[src/rtl/ws2811_driver.sv]
// ws2811_driver: walks the LED controller's colour table one LED at a time
// and serialises 24 bits per LED (red, green, blue, MSB first) onto a single
// WS2811 data line using pulse-width encoding, with a low latch gap between
// consecutive frames. The next LED's colour is prefetched into a holding
// register while the current LED shifts, so LEDs follow back to back.
module ws2811_driver #(
  parameter int NUM_LEDS  = 49,
  parameter int T0H       = 20,
  parameter int T1H       = 40,
  parameter int TBIT      = 62,
  parameter int TRESET    = 2500,
  parameter int FETCH_LAT = 2
) (
  input  logic       clk,
  input  logic       reset,
  input  logic       enable,
  output logic [7:0] ledindex,
  input  logic [7:0] red,
  input  logic [7:0] green,
  input  logic [7:0] blue,
  output logic       data_out,
  output logic       busy,
  output logic       frame_start
);

  localparam int TW = (TBIT > 1) ? $clog2(TBIT) : 1;
  localparam int GW = (TRESET > 1) ? $clog2(TRESET) : 1;
  localparam int FW = $clog2(FETCH_LAT + 1);

  localparam logic [1:0] ST_GAP      = 2'd0;
  localparam logic [1:0] ST_IDLE     = 2'd1;
  localparam logic [1:0] ST_PREFETCH = 2'd2;
  localparam logic [1:0] ST_SEND     = 2'd3;

  localparam logic [TW-1:0] TBIT_LAST = TW'(TBIT - 1);
  localparam logic [TW-1:0] T0H_W     = TW'(T0H);
  localparam logic [TW-1:0] T1H_W     = TW'(T1H);
  localparam logic [GW-1:0] GAP_LAST  = GW'(TRESET - 1);
  localparam logic [FW-1:0] PF_LAST   = FW'(FETCH_LAT - 1);
  localparam logic [FW-1:0] FETCH_AT  = FW'(FETCH_LAT);
  localparam logic [7:0]    LED_LAST  = 8'(NUM_LEDS - 1);
  localparam logic [4:0]    BIT_LAST  = 5'd23;

  logic [1:0]    state_q, state_d;
  logic [GW-1:0] gap_q, gap_d;
  logic [TW-1:0] tcnt_q, tcnt_d;
  logic [4:0]    bit_q, bit_d;
  logic [7:0]    led_q, led_d;
  logic [7:0]    idx_q, idx_d;
  logic [FW-1:0] fcnt_q, fcnt_d;
  logic          fpend_q, fpend_d;
  logic [23:0]   shift_q, shift_d;
  logic [23:0]   hold_q, hold_d;
  logic          data_out_q, data_out_d;
  logic          busy_q, busy_d;
  logic          frame_start_q, frame_start_d;

  // Next-state logic for the frame sequencer, bit timer and prefetch path.
  always_comb begin
    state_d = state_q;
    gap_d   = gap_q;
    tcnt_d  = tcnt_q;
    bit_d   = bit_q;
    led_d   = led_q;
    idx_d   = idx_q;
    fcnt_d  = fcnt_q;
    fpend_d = fpend_q;
    shift_d = shift_q;
    hold_d  = hold_q;

    case (state_q)
      ST_GAP: begin
        idx_d = '0;
        if (gap_q == GAP_LAST) begin
          gap_d = '0;
          if (enable) begin
            state_d = ST_PREFETCH;
            fcnt_d  = '0;
          end else begin
            state_d = ST_IDLE;
          end
        end else begin
          gap_d = gap_q + GW'(1);
        end
      end

      ST_IDLE: begin
        if (enable) begin
          state_d = ST_PREFETCH;
          fcnt_d  = '0;
        end
      end

      ST_PREFETCH: begin
        if (fcnt_q == PF_LAST) begin
          state_d = ST_SEND;
          shift_d = {red, green, blue};
          tcnt_d  = '0;
          bit_d   = '0;
          led_d   = '0;
          fcnt_d  = '0;
          fpend_d = 1'b0;
          // Loading LED 0 immediately points the controller at LED 1.
          if (idx_q < LED_LAST) begin
            idx_d   = idx_q + 8'd1;
            fpend_d = 1'b1;
          end
        end else begin
          fcnt_d = fcnt_q + FW'(1);
        end
      end

      ST_SEND: begin
        // Capture the next LED's colour once the controller has had
        // FETCH_LAT cycles to respond to the ledindex change.
        if (fpend_q) begin
          if (fcnt_q == FETCH_AT) begin
            hold_d  = {red, green, blue};
            fpend_d = 1'b0;
          end else begin
            fcnt_d = fcnt_q + FW'(1);
          end
        end

        if (tcnt_q == TBIT_LAST) begin
          tcnt_d = '0;
          if (bit_q == BIT_LAST) begin
            bit_d = '0;
            if (led_q == LED_LAST) begin
              state_d = ST_GAP;
              gap_d   = '0;
              idx_d   = '0;
              fpend_d = 1'b0;
            end else begin
              led_d   = led_q + 8'd1;
              shift_d = hold_q;
              if (idx_q < LED_LAST) begin
                idx_d   = idx_q + 8'd1;
                fcnt_d  = '0;
                fpend_d = 1'b1;
              end
            end
          end else begin
            bit_d   = bit_q + 5'd1;
            shift_d = {shift_q[22:0], 1'b0};
          end
        end else begin
          tcnt_d = tcnt_q + TW'(1);
        end
      end

      default: begin
        state_d = ST_GAP;
        gap_d   = '0;
        idx_d   = '0;
      end
    endcase
  end

  // Outputs are decoded from next-state values so that the registered
  // data_out rises on the same cycle the bit timer reads 0.
  always_comb begin
    data_out_d    = (state_d == ST_SEND) &&
                    (tcnt_d < (shift_d[23] ? T1H_W : T0H_W));
    busy_d        = (state_d == ST_SEND);
    frame_start_d = (state_q == ST_PREFETCH) && (state_d == ST_SEND);
  end

  // State and output registers; reset forces the line low at once.
  always_ff @(posedge clk or posedge reset) begin
    if (reset) begin
      state_q       <= ST_GAP;
      gap_q         <= '0;
      tcnt_q        <= '0;
      bit_q         <= '0;
      led_q         <= '0;
      idx_q         <= '0;
      fcnt_q        <= '0;
      fpend_q       <= 1'b0;
      shift_q       <= '0;
      hold_q        <= '0;
      data_out_q    <= 1'b0;
      busy_q        <= 1'b0;
      frame_start_q <= 1'b0;
    end else begin
      state_q       <= state_d;
      gap_q         <= gap_d;
      tcnt_q        <= tcnt_d;
      bit_q         <= bit_d;
      led_q         <= led_d;
      idx_q         <= idx_d;
      fcnt_q        <= fcnt_d;
      fpend_q       <= fpend_d;
      shift_q       <= shift_d;
      hold_q        <= hold_d;
      data_out_q    <= data_out_d;
      busy_q        <= busy_d;
      frame_start_q <= frame_start_d;
    end
  end

  assign ledindex    = idx_q;
  assign data_out    = data_out_q;
  assign busy        = busy_q;
  assign frame_start = frame_start_q;

endmodule

[config.mk]
export PLATFORM = sky130hd
export DESIGN_NAME = ws2811_driver
export DESIGN_NICKNAME = d
export VERILOG_FILES = /design/src/rtl/ws2811_driver.sv
export SDC_FILE = /design/constraint.sdc
export NUM_CORES = 1
export LEC_CHECK = 0
export ABC_AREA = 1
export CAP_MARGIN = 20
export CORE_UTILIZATION = 55
export CTS_CLUSTER_DIAMETER = 150
export DETAILED_ROUTE_END_ITERATION = 8
export PLACE_DENSITY = 0.76
export SETUP_SLACK_MARGIN = 0.1
export SYNTH_ARGS = -nofsm -noshare
export SYNTH_HDL_FRONTEND = slang
export SYNTH_SLANG_ARGS = --single-unit
export TNS_END_PERCENT = 100
[constraint.sdc]
create_clock -name clk -period 4.65 [get_ports clk]
set_input_delay 0.6975 -clock clk [delete_from_list [all_inputs] [get_ports clk]]
set_output_delay 0.6975 -clock clk [all_outputs]
set_load 0.05 [all_outputs]
==> After elaboration in Yosys (flattened, before gate mapping) <==
Index checks and enable logic that the tools add are counted.
{ "word_totals": {"regBits": 95, "inputBits": 27} }
{ "classes": {"addsub": 6, "order_cmp": 2, "n_eq_ne": 17, "muxes": 56, "n_reduce_logical": 13} }
{ "op_table": {"columns": ["cell", "count"], "rows": [
  ["24-bit two-way mux", 4],
  ["8-bit two-way mux", 9],
  ["12-bit two-way mux", 4],
  ["24-bit one-hot mux with 2 select lines", 1],
  ["2-bit two-way mux", 16],
  ["12-bit one-hot mux with 2 select lines", 1],
  ["8-bit one-hot mux with 3 select lines", 1],
  ["6-bit two-way mux", 3],
  ["8-bit by 1-bit adder with 8-bit output, second input constant", 2],
  ["2-bit one-hot mux with 4 select lines", 2],
  ["8-bit one-hot mux with 2 select lines", 1],
  ["5-bit two-way mux", 3],
  ["12-bit by 1-bit adder with 12-bit output, second input constant", 1],
  ["12-bit equality test, second input constant", 1],
  ["2-bit inequality test, second input constant", 6],
  ["6-bit one-hot mux with 2 select lines", 1],
  ["4-bit AND reduction", 3],
  ["5-bit one-hot mux with 2 select lines", 1],
  ["2-bit equality test, second input constant", 4],
  ["8-bit by 6-bit equality test with 1-bit output, second input constant", 1],
  ["8-bit by 6-bit < comparator with 1-bit output, second input constant", 1],
  ["1-bit two-way mux", 8],
  ["6-bit by 1-bit adder with 6-bit output, second input constant", 1],
  ["6-bit equality test, second input constant", 1],
  ["14 further kinds", 18]
]} }

==> Longest topological paths before layout <==
{ "logic_depth": {"depth_word": 8, "ltp_mapped": 15} }

==> Worst setup path after synthesis <==
No wires, ideal clock.
{ "synth_path": {"kind": "reg2reg", "startpoint": "register bit_q[0]", "endpoint": "register data_out_q, in the netlist data_out", "setup_ns": 0.077, "arrival_time_ns": 1.861, "slack_ns": 2.711, "stages_incl_launch_ff": 14, "path_buffers": 0, "synth_period_minus_slack_ns": 1.939, "cell_sequence": "dfrtp_1 > ha_1 > nand3_1 > nor2_4 > nand3_1 > nand2_1 > nand2_1 > nand2_1 > nand2_1 > nand2_1 > ha_1 > a21oi_1 > nand2_1 > a21oi_1"} }
{ "synth_via": {"elab_chain_cells": 7} }
{ "synth_lines": {"columns": ["item", "line_no", "rtl"], "rows": [
  ["start: declaration", "47", "logic [4:0] bit_q, bit_d;"],
  ["start signal: assignment", "189", "bit_q <= bit_d;"],
  ["5-bit equality test (*)", "127", "if (bit_q == BIT_LAST) begin"],
  ["24-bit two-way mux", "127", null],
  ["24-bit two-way mux", "125", "if (tcnt_q == TBIT_LAST) begin"],
  ["24-bit one-hot mux with 2 select lines", "71", "case (state_q)"],
  ["6-bit two-way mux", "164", "(tcnt_d < (shift_d[23] ? T1H_W : T0H_W));"],
  ["6-bit < comparator", "164", null],
  ["1-bit logical AND (*)", "163", "data_out_d = (state_d == ST_SEND) &&"],
  ["named net data_out_d", "54", "logic data_out_q, data_out_d;"],
  ["end signal: assignment", "196", "data_out_q <= data_out_d;"],
  ["end: declaration", "54", null]
]} }
The timed path passes the listed nets; every way through them passes the cells marked *. The select of a mux whose other input is x is not followed.
A chain may end at the register's enable or synchronous reset.

==> Worst setup path in the final report <==
{ "layout_path": {"startpoint": "register fcnt_q[1]", "endpoint": "register data_out_q, in the netlist data_out"} }
{ "layout_rtl": {"columns": ["item", "line_no", "rtl"], "rows": [
  ["start: declaration", "50", "logic [FW-1:0] fcnt_q, fcnt_d;"],
  ["start signal: assignment", "192", "fcnt_q <= fcnt_d;"],
  ["2-bit by 1-bit equality test with 1-bit output", "95", "if (fcnt_q == PF_LAST) begin"],
  ["6-bit two-way mux", "95", null],
  ["6-bit one-hot mux with 2 select lines", "71", null],
  ["named net tcnt_d[5]", "46", "logic [TW-1:0] tcnt_q, tcnt_d;"],
  ["6-bit < comparator", "164", null],
  ["1-bit logical AND", "163", null],
  ["named net data_out_d", "54", null]
]} }
The timed path passes the listed nets, and every way through them passes these cells. The select of a mux whose other input is x is not followed.

==> results.yml <==
timing:
  fin_tns_setup_ps: 0
  drv_slew: 0
  setup_ws_ps: 2110
  setup_viol: 0
  finalHoldViolCount: 0
  period_share_pct: 54.7
  rsz0062_at_grt: "false"
  fmax_ghz: 0.393
  fin_worst_skew_ps: 17.4
  period_minus_slack_ps: 2540
  slew_headroom_pct: 32.4
  worst_pin_slew_ps: 1010
clock_tree:
  cts-root-buf: "clkbuf_8"
  clk_pin_slew_ps: 90
  clk_latency_ps: 360
  h-tree-depth: 3
  cts_tree: "done"
  ctsResizeCount: 0
  holdBufCountCts: 0
  cts.sinks: 95
  numCtsBuffers: 9
  cts_buffer_depth: 2
  post_cts_buffers: 0
critical_path:
  arrival_ps: 2820
  cp_num_buf_inv: 4
  worstPathRequired_ps: 4930
  path_cells: "inv_1 > ha_1 > inv_1 > nor2_2 > buf_4 > inv_1 > nand2_1 > o22ai_1 > ha_1 > a21oi_1 > nand2_1 > a21oi_1"
  slowest_stage: "dfrtp_1"
  worst_path_most_repeated_cell: "inv_1"
  worstSetupEndpointType: "flip-flop"
  cp-start-kind: "flip-flop"
  path_max_fanout: 30
  cp_slowest_stage_delay_ps: 440
  path_delay_family: "buffers and inverters"
  critPathKind: "flip-flop to flip-flop"
detailed_routing:
  drc: 0
  wl_per_cell_um: 13.5
  viasPerCell: 5.40
  dr.pass1.iters: 4
  finalWirelength_um: 9950
  postRouteAntennaNets: 0
  routed-via-count: 3984
  dr.first_iter.drc_count: 216
synthesis:
  async_flop_share_pct: 100
  seq_area_frac_synth_pct: 49.3
  netlist_area_sq_mm: 0.00482
  yosys_warnings: 0
  synthFlopType: "dfrtp_1"
  syn_avg_cell_area_sq_um: 8.14
  syn_inst: 593
  syn-num-nets: 634
  synth_edf_count: 0
  ys_types: 43
  yosys-top-cells-area: "dfrtp_1, nand2_1, o21ai_0, inv_1, ha_1"
  yosysTopAreaCellShare_pct: 49.3
  synth_top_area_cell: "dfrtp_1"
  synth-seq-cells: 95
floorplan:
  coreArea_sq_mm: 0.00834
  rows: 33
  die_w_um: 95.7
  initial_core_util_pct: 57.8
  die_h_um: 95.7
  pin_count: 38
  dieArea_sq_mm: 0.00915
cells_and_area:
  diodes: 0
  syn_to_final_growth_pct: 13.9
  final_core_util_pct: 65.9
  layout.nets: 669
  drive_gt1_share_pct: 7.27
power_and_ir_drop:
  power.density_mw_per_mm2: 537
  leakage_uw: 0.00262
  peakVddDrop_mv: 0.316
global_route:
  grt_overflow_total: 0
  grt_usage_pct: 24.1
  grt_pass1_vias: 3858
  grt_max_degree: 46
  grt_antenna_before_repair: 0
  grt_pass1_wl_um: 16900
outcome:
  run_status: "completed"
placement:
  dp_hpwl_um: 6860
  pre_cts_slack_ps: 2170
  gp_congestion: 0.884
  port_buffers: 37
hold_path:
  hp-class: "flip-flop to flip-flop"
flow_run:
  cap_violations: 0
[worst reg2reg max path, delay by kind of cell, from the launching register on]
kind | cells | cell delay [ps]
AOI/OAI and AO/OA | 3 | 430
buffers and inverters | 4 | 680
and+or+nand+nor | 3 | 420
adders and majority gates | 2 | 510
DFF | 1 | 440
[cell usage in the layout (no fill, tap or decap), types with 8 or more instances in the layout]
cell type | Yosys | routed
clkbuf_8 | 0 | 10
nand3_1 | 32 | 32
ha_1 | 14 | 14
nand2_1 | 162 | 162
nor3_1 | 13 | 13
inv_1 | 72 | 71
dfrtp_1 | 95 | 95
clkdlybuf4s50_1 | 0 | 37
a22oi_1 | 8 | 8
o21ai_0 | 56 | 56
nor2_1 | 39 | 38
a21oi_1 | 22 | 22
[layout make-up]
| class | instances | area [sq um] |
|---|---|---|
| timing repair buffer | 42 | 408 |
| multi-input combinational | 405 | 2080 |
| inverter | 75 | 287 |
| fill | 700 | 2850 |
| sequential | 95 | 2380 |
| clock inverter | 6 | 75.1 |
| tap | 105 | 131 |
| clock buffer | 10 | 138 |
[state kept, by name, summed over array words and instances (netlist names)]
signal       cells
frame_start      1
hold_q          24
gap_q           12
ledindex         8
shift_q         24
tcnt_q           6
state_q          2
data_out         1
bit_q            5
fcnt_q           2
led_q            8
fpend_q          1
busy             1
[through the flow]
| step | cell area, sq um | std cells | hold slack [ps] | total power, uW |
|---|---|---|---|---|
| finish | 5500 | 738 | 490 | 2950 |
| detailed placement | 5280 | 722 | 470 | 2390 |
| CTS | 5500 | 738 | 493 | 2970 |
| global placement | 5280 | 722 | 463 | 2340 |
| global route | 5500 | 738 | 526 | 3200 |
| floorplan | 4820 | 593 | 449 | 2090 |
[layer usage]
layer  vias to the layer above  routed length [um]  part of all wire [%]  track usage [%]
met5                         -                   0                     0                0
met4                         0                 122                   1.2             9.70
met3                        12                 374                   3.8             4.15
met2                        90                4700                    47             40.0
met1                      1888                4750                    48             31.2
li1                       1994                   -                     -                -
[power by group]
part / leakage [uW] / switching (uW) / internal (uW)
Sequential: 0.00120 / 181 / 1130
Combinational: 0.00132 / 675 / 401
Clock: 0.000105 / 297 / 272
[logic make-up (layout without fill, tap and decap cells)]
group,count (synthesis),after routing,synth area share [%]
muxes,2,2,0.467
adders and majority gates,14,14,3.63
xor gates and xnor gates,5,5,0.908
and+or+nand+nor,271,271,24.6
DFF,95,95,49.3
buffers and inverters,93,133,7.68
AOI/OAI and AO/OA,113,113,13.4
[path summary, 6_finish.rpt]
path	cells after the start	startpoint	slack (ps)	to
min reg2reg	2	shift_q[15]	490	shift_q[15]
max in group asynchronous	3	reset	3050	led_q[6]
min in group asynchronous	2	reset	740	shift_q[10]
max reg2reg	12	fcnt_q[1]	2110	data_out
min	2	shift_q[15]	490	shift_q[15]
max	12	fcnt_q[1]	2110	data_out
[synth_stat cells (2+ instances only)]
cell / instances
a21oi_1: 22
a22oi_1: 8
a31oi_1: 4
buf_2: 5
clkbuf_1: 10
dfrtp_1: 95
ha_1: 14
inv_1: 72
mux2_2: 2
nand2_1: 162
nand2_2: 4
nand2_4: 2
nand3_1: 32
nand4_1: 6
nor2_1: 39
nor2_2: 2
nor2_4: 5
nor3_1: 13
o21a_1: 6
o21ai_0: 56
o21ai_2: 2
o22ai_1: 6
o31ai_1: 2
xor2_1: 5
Power figures use the tool's default switching activity.
